[src/rtl/macro_seq_ctrl.sv]
// rtl/macro_seq_ctrl.sv - CIM macro phase sequencer with signed accumulation (optional MACRO_SEQ_RELU_EN)
`ifndef MACRO_O_DW
`define MACRO_O_DW 8
`endif

module macro_seq_ctrl #(
    parameter int OUT_DW     = `MACRO_O_DW,
    parameter int ACC_DW     = OUT_DW + 2,
    parameter int SETUP_CYC  = 2,
    parameter int ADC_CYC    = 1,
    parameter int SETTLE_CYC = 2
) (
    input  logic                          clk,
    input  logic                          rst,
    input  logic                          in_valid,
    output logic                          in_ready,
    input  logic [31:0][8:0]              in_data,
    input  logic [1:0]                    cfg_last_ps,
    output logic                          out_valid,
    input  logic                          out_ready,
    output logic [63:0][ACC_DW-1:0]       out_data,
    output logic                          busy,
    output logic                          mac_enable,
    output logic                          mac_adc,
    output logic [1:0]                    mac_chs_ps,
    output logic [31:0][8:0]              mac_data_in,
    input  logic [63:0][OUT_DW-1:0]       mac_data_out
);

    typedef enum logic [2:0] {
        S_IDLE, S_SETUP, S_CONV, S_SETTLE, S_CAPTURE, S_DONE
    } state_t;

    localparam int CW = 8;

    state_t                  state_q, state_d;
    logic [CW-1:0]           cnt_q, cnt_d;
    logic [1:0]              phase_q, phase_d;
    logic [1:0]              last_q, last_d;
    logic [31:0][8:0]        win_q, win_d;
    logic [63:0][ACC_DW-1:0] acc_q, acc_d;

    function automatic logic [ACC_DW-1:0] sext(input logic [OUT_DW-1:0] x);
        return {{(ACC_DW-OUT_DW){x[OUT_DW-1]}}, x};
    endfunction

    // State, counters, latched window and accumulators; reset aborts any window in flight
    always_ff @(posedge clk or posedge rst) begin
        if (rst) begin
            state_q <= S_IDLE;
            cnt_q   <= '0;
            phase_q <= '0;
            last_q  <= '0;
            win_q   <= '0;
            acc_q   <= '0;
        end else begin
            state_q <= state_d;
            cnt_q   <= cnt_d;
            phase_q <= phase_d;
            last_q  <= last_d;
            win_q   <= win_d;
            acc_q   <= acc_d;
        end
    end

    // Next-state logic: timed phase steps, per-phase capture into the accumulators
    always_comb begin
        state_d = state_q;
        cnt_d   = cnt_q;
        phase_d = phase_q;
        last_d  = last_q;
        win_d   = win_q;
        acc_d   = acc_q;
        case (state_q)
            S_IDLE: begin
                if (in_valid) begin
                    win_d   = in_data;
                    last_d  = cfg_last_ps;
                    phase_d = '0;
                    acc_d   = '0;
                    cnt_d   = '0;
                    state_d = S_SETUP;
                end
            end
            S_SETUP: begin
                if (cnt_q == CW'(SETUP_CYC - 1)) begin
                    cnt_d   = '0;
                    state_d = S_CONV;
                end else begin
                    cnt_d = cnt_q + CW'(1);
                end
            end
            S_CONV: begin
                if (cnt_q == CW'(ADC_CYC - 1)) begin
                    cnt_d   = '0;
                    state_d = S_SETTLE;
                end else begin
                    cnt_d = cnt_q + CW'(1);
                end
            end
            S_SETTLE: begin
                if (cnt_q == CW'(SETTLE_CYC - 1)) begin
                    cnt_d   = '0;
                    state_d = S_CAPTURE;
                end else begin
                    cnt_d = cnt_q + CW'(1);
                end
            end
            S_CAPTURE: begin
                for (int i = 0; i < 64; i++) begin
                    acc_d[i] = acc_q[i] + sext(mac_data_out[i]);
                end
                if (phase_q == last_q) begin
                    state_d = S_DONE;
                end else begin
                    phase_d = phase_q + 2'd1;
                    state_d = S_SETUP;
                end
            end
            S_DONE: begin
                if (out_ready) begin
                    state_d = S_IDLE;
                end
            end
            default: state_d = S_IDLE;
        endcase
    end

    assign in_ready    = (state_q == S_IDLE);
    assign busy        = (state_q != S_IDLE);
    assign out_valid   = (state_q == S_DONE);
    assign mac_enable  = (state_q == S_SETUP) || (state_q == S_CONV) ||
                         (state_q == S_SETTLE) || (state_q == S_CAPTURE);
    assign mac_adc     = (state_q == S_CONV);
    assign mac_chs_ps  = phase_q;
    assign mac_data_in = win_q;

    // Output sums, optionally clamped at zero for negative totals
    always_comb begin
        out_data = '0;
        for (int i = 0; i < 64; i++) begin
`ifdef MACRO_SEQ_RELU_EN
            out_data[i] = acc_q[i][ACC_DW-1] ? '0 : acc_q[i];
`else
            out_data[i] = acc_q[i];
`endif
        end
    end

endmodule

[config.mk]
export PLATFORM = sky130hd
export DESIGN_NAME = macro_seq_ctrl
export DESIGN_NICKNAME = d
export VERILOG_FILES = /design/src/rtl/macro_seq_ctrl.sv
export SDC_FILE = /design/constraint.sdc
export NUM_CORES = 2
export LEC_CHECK = 0
export ABC_AREA = 1
export CAP_MARGIN = 10
export CORE_AREA = 3 3 680 682
export CTS_CLUSTER_SIZE = 16
export DETAILED_ROUTE_END_ITERATION = 16
export DIE_AREA = 0 0 683 685
export PLACE_DENSITY = 0.32
export SYNTH_ARGS = -nofsm -noshare
export SYNTH_HDL_FRONTEND = slang
export SYNTH_SLANG_ARGS = --single-unit
[constraint.sdc]
create_clock -name clk -period 92.1 [get_ports clk]
set_input_delay 13.815 -clock clk [delete_from_list [all_inputs] [get_ports clk]]
set_output_delay 13.815 -clock clk [all_outputs]
set_load 0.02 [all_outputs]
**Yosys cells after proc, flatten, opt, wreduce, memory -nomap -nowiden**

Cells that the tools add are included.

- Input bits: 806
- Register bits: 943
- Logic and storage cells: 209
- Output and inout port bits: 935

- Eq/ne operators: 13
- Mux-type cells: 16
- Reductions and logical operators: 14
- Add/subtract/negate cells: 66

Operator list:

| kind | number |
|---|---|
| 640-bit case mux with 2 select lines | 1 |
| 10-bit adder | 64 |
| 640-bit 2-to-1 mux | 1 |
| 8-bit 2-to-1 mux | 3 |
| 8-bit case mux with 3 select lines | 1 |
| 3-bit 2-to-1 mux | 6 |
| 3-bit case mux with 6 select lines | 1 |
| 8-bit by 1-bit adder with 8-bit output, second input constant | 1 |
| 8-bit by 1-bit equality test with 1-bit output, second input constant | 1 |
| 8-bit logical NOT | 1 |
| 2-bit inequality test, second input constant | 4 |
| 3-bit by 2-bit equality test with 1-bit output, second input constant | 2 |
| 3-bit equality test, second input constant | 2 |
| 2-bit AND reduction | 3 |
| 3-bit nonzero test | 2 |
| 5-bit AND reduction | 1 |
| 2-bit 2-to-1 mux | 2 |
| 2-bit by 1-bit inequality test with 1-bit output, second input constant | 2 |
| 2-bit case mux with 2 select lines | 1 |
| 3-bit by 1-bit equality test with 1-bit output, second input constant | 1 |
| 3-bit logical NOT | 1 |
| 1-bit logical OR | 3 |
| 3-bit AND reduction | 1 |
| 2-bit by 1-bit adder with 2-bit output, second input constant | 1 |
| 3 further kinds | 3 |

**Depth between registers and ports, before layout**

- Depth after elaboration: 4
- Depth in mapped cells: 10

**Worst setup path before layout**

OpenSTA, ideal clock, no wires.

- Path kind: reg2out
- From: reg state_q[1]
- To: out mac_enable
- Arrival time: 1.388 ns
- Data required time: 78.285 ns
- Setup slack: 76.897 ns
- Stages on the path, launching flop included: 8
- Cell sequence: dfrtp_1 > nor2_2 > nand2_2 > inv_2 > buf_4 > buf_4 > buf_2 > or2_2

- Word-level cells in the longest chain between the ends: 4
- Elaborated cells between the ends (all ways): 7

Ends and longest elaborated chain:

| item | line | source |
|---|---|---|
| from (decl) | 36 | `state_t state_q, state_d;` |
| from (signal assigned) | 57 | `state_q <= state_d;` |
| 3-bit by 1-bit equality test with 1-bit output / 3-bit by 2-bit equality test with 1-bit output (equally long branches) | 132 | `assign mac_enable = (state_q == S_SETUP) \|\| (state_q == S_CONV) \|\|` |
| 1-bit logical OR (2 in series) | 132 |  |
| 1-bit logical OR * | 133 | `(state_q == S_SETTLE) \|\| (state_q == S_CAPTURE);` |
| to (decl) | 23 | `output logic mac_enable,` |

Every way passes the cells marked *; elsewhere a longest branch is shown, timed or not.

**Worst setup path after layout**

- From: in in_valid
- To: reg acc_q, in the netlist out_data[401]

- Word-level cells in the longest chain between the ends: 2

Ends and longest elaborated chain:

| item | line | source |
|---|---|---|
| from (decl) | 15 | `input logic in_valid,` |
| 2-bit inequality test (no source line) | -- |  |
| 2-bit AND reduction (no source line) | -- |  |
| to (signal assigned) | 55 | `acc_q <= '0;` |
| to (signal assigned) | 62 | `acc_q <= acc_d;` |
| to (decl) | 41 | `logic [63:0][ACC_DW-1:0] acc_q, acc_d;` |

Every way passes these cells.
A chain may end at the register's enable or synchronous reset.

==> impl_metrics.json <==
{
  "outcome": "complete, no violations",
  "fp-row-count": 248,
  "syn_nets": 9225,
  "grt_pass1_vias": 60565,
  "endpoint_kind": "flip-flop",
  "hold_violations": 0,
  "crit_buf_inv": 7,
  "cts-resized-gates": 0,
  "path_cells": "clkdlybuf4s50_1, inv_1, nor2_4, nor2_4, buf_4, buf_4, buf_4, buf_4, buf_4, a22o_1",
  "grt_pass1_wl_um": 472000,
  "finish.instance_area_mm2": 0.0916,
  "insertion_delay_ns": 0.86,
  "grt_max_degree": 130,
  "ys_seq_area_share_pct": 38.0,
  "cts.sink_count": 943,
  "cts_buffer_depth": 4,
  "rsz0062_at_grt": "false",
  "finalSetupViolCount": 0,
  "min_path_type": "reg -> reg",
  "syn_area_per_cell_um2": 7.98,
  "worst-setup-path-type": "in -> reg",
  "path_common_cell": "buf_4",
  "dp_hpwl_um": 277000,
  "critPathMaxStageDelay_ns": 0.81,
  "chipWidth_um": 683,
  "synth_top_area_share_pct": 38.0,
  "synth_seq_cells": 943,
  "postCtsHoldBufs": 0,
  "fillers": 50511,
  "grt_usage_pct": 14.0,
  "cp_slowest_cell": "buf_4",
  "port-buffer-count": 1740,
  "initial_utilization_pct": 13.6,
  "syn_inst": 7776,
  "maxCapViolations": 0,
  "ir_drop_v": 0.0000203,
  "dieArea_mm2": 0.468,
  "drc": 0,
  "clk_pin_slew_ns": 0.05,
  "core-area_mm2": 0.456,
  "finalSetupTns_ns": 0,
  "cts.htree.levels": 4,
  "cp_top_family": "buffers and inverters",
  "grt_antenna_before_repair": 118,
  "synth.distinct_cells": 33,
  "gp_congestion": 0.893,
  "cts_tree": "built",
  "netlist_area_mm2": 0.0620,
  "fin_crit_ns": 18.22,
  "syn_to_final_growth_pct": 47.6,
  "ioPinCount": 1741,
  "via_per_inst": 3.80,
  "ant_nets": 0,
  "cp_max_fo": 72,
  "synth_largest_area_cell": "dfrtp_1",
  "required_ns": 92.80,
  "fin_nets": 10980,
  "start_kind": "primary input",
  "dr.pass1.iters": 5,
  "slew_headroom_pct": 24.8,
  "cp.arrival_ns": 18.92,
  "wirelength_um": 340000,
  "worst_slew_pin_slew_ns": 1.13,
  "finalClockSkew_ns": 0.0958,
  "fin_crit_sh_pct": 19.8,
  "slew_violations": 0,
  "power_leakage_nw": 42.7,
  "fmax_mhz": 54.9,
  "dr.first_iter.drc_count": 2877,
  "cts_setup_buffers": 0,
  "num_vias": 60070,
  "p_per_area_mw_per_mm2": 29.9,
  "cts_buffers": 150,
  "yosysWarnings": 0,
  "drive_gt1_share_pct": 6.55,
  "placed_area_mm2": 0.0864,
  "root_buffer": "clkbuf_16",
  "wire_per_inst_um": 21.5,
  "grt_overflow": 0,
  "synth_area_leaders": "dfrtp_1, nand2_1, ha_1",
  "die_y_um": 685
}
[area by class of cell]
class / count / area (µm²) / area share [%]
repair buffers: 1777 / 17800 / 19.4
clock inverters: 41 / 631 / 0.689
flip-flops and latches: 943 / 23600 / 25.8
multi-input cells: 6085 / 35200 / 38.4
diodes: 46 / 115 / 0.126
well taps: 6125 / 7660 / 8.37
clock buffers: 217 / 4430 / 4.84
inverters: 574 / 2170 / 2.37
[metrics by stage]
stage               total power [W]  setup slack, ns  utilization [%]  cells  hold WS, ns
finish                      0.00274            73.88             20.1  15808        0.500
global route                0.00294            73.48             20.0  15778        0.511
CTS                         0.00282            73.85             20.0  15762        0.506
detailed placement          0.00217            72.95             18.9  15504        0.494
global placement            0.00217            72.98             18.9  15504        0.490
floorplan                   0.00148            51.77                -   7776        0.475
[path summary, 6_finish.rpt]
check | start | endpoint | slack [ns] | cells after the start
worst max-delay path | in_valid | out_data[401] | 73.88 | 10
worst min-delay path | mac_data_in[82] | mac_data_in[82] | 0.50 | 1
worst max register to register | state_q[2] | out_data[401] | 86.37 | 10
worst min register to register | mac_data_in[82] | mac_data_in[82] | 0.50 | 1
max in group asynchronous | rst | out_data[134] | 75.75 | 5
min in group asynchronous | rst | out_data[570] | 13.45 | 2
[sequential cells by signal (all words and copies together), names as in the netlist]
register,flops
mac_chs_ps,2
mac_data_in,288
last_q,2
state_q,3
cnt_q,8
out_data,640
[cell families (layout without fill, tap and decap cells)]
kind of cell | count (synthesis) | in the layout | share of synthesized area, %
mux | 290 | 290 | 5.26
other cells | 0 | 46 | 0
buf+inv | 748 | 2609 | 5.29
compound gates | 1031 | 1031 | 9.45
fa+ha+maj | 643 | 643 | 13.7
xor+xnor | 145 | 145 | 2.05
flops | 943 | 943 | 38.0
simple gates | 3976 | 3976 | 26.2
[synth_stat cells (all sizes together)]
| library cell | n |
|---|---|
| a21oi | 437 |
| a22o | 127 |
| a32o | 11 |
| and2 | 1 |
| buf | 152 |
| clkbuf | 22 |
| dfrtp | 943 |
| fa | 64 |
| ha | 579 |
| inv | 574 |
| mux2 | 290 |
| nand2 | 2611 |
| nand3 | 612 |
| nand3b | 52 |
| nand4 | 65 |
| nor2 | 568 |
| nor3 | 2 |
| o211ai | 4 |
| o21a | 64 |
| o21ai | 386 |
| o21bai | 1 |
| o22ai | 1 |
| or2 | 65 |
| xnor2 | 66 |
| xor2 | 79 |
[metal layers]
metal  vias to the layer above  GRT usage [%]  wire [µm]  part of all wire, %
met2                      1548           27.4     185000                   54
li1                      29425              -          -                    -
met5                         -              0        333                0.098
met1                     28567           14.1     121000                   36
met3                       480           3.58      21400                  6.3
met4                        50           4.53      12400                  3.7
[power by group]
group,leakage (nW),internal [W],switching [W]
combinational,27.9,0.000581,0.000848
clock,2.49,0.000367,0.000241
sequential,12.3,0.000567,0.000136
[worst reg2reg max path, stage by stage (launching register included)]
cell	delay, ns
dfrtp_1	0.56
inv_2	0.13
nand2_2	0.25
nor2_4	0.22
nor2_4	0.33
buf_4	0.73
buf_4	0.70
buf_4	0.70
buf_4	0.73
buf_4	0.88
a22o_1	0.35
[cell usage in the layout, fill, tap and decap left out, types with 12 or more instances in the layout]
cell type        count
nand2_1           2609
clkdlybuf4s50_1   1740
dfrtp_1            943
nand3_1            612
ha_1               579
inv_1              571
nor2_1             564
a21oi_1            437
mux2_2             290
o21ai_0            214
o21ai_1            172
clkbuf_16          153
a22o_1             127
xor2_1              79
xnor2_1             66
nand4_1             65
or2_2               65
o21a_1              64
fa_1                64
nand3b_1            52
diode_2             46
clkbuf_8            36
buf_4               30
clkbuf_1            28
clkinv_2            17
bufinv_16           12
Power figures use the tool's default switching activity.
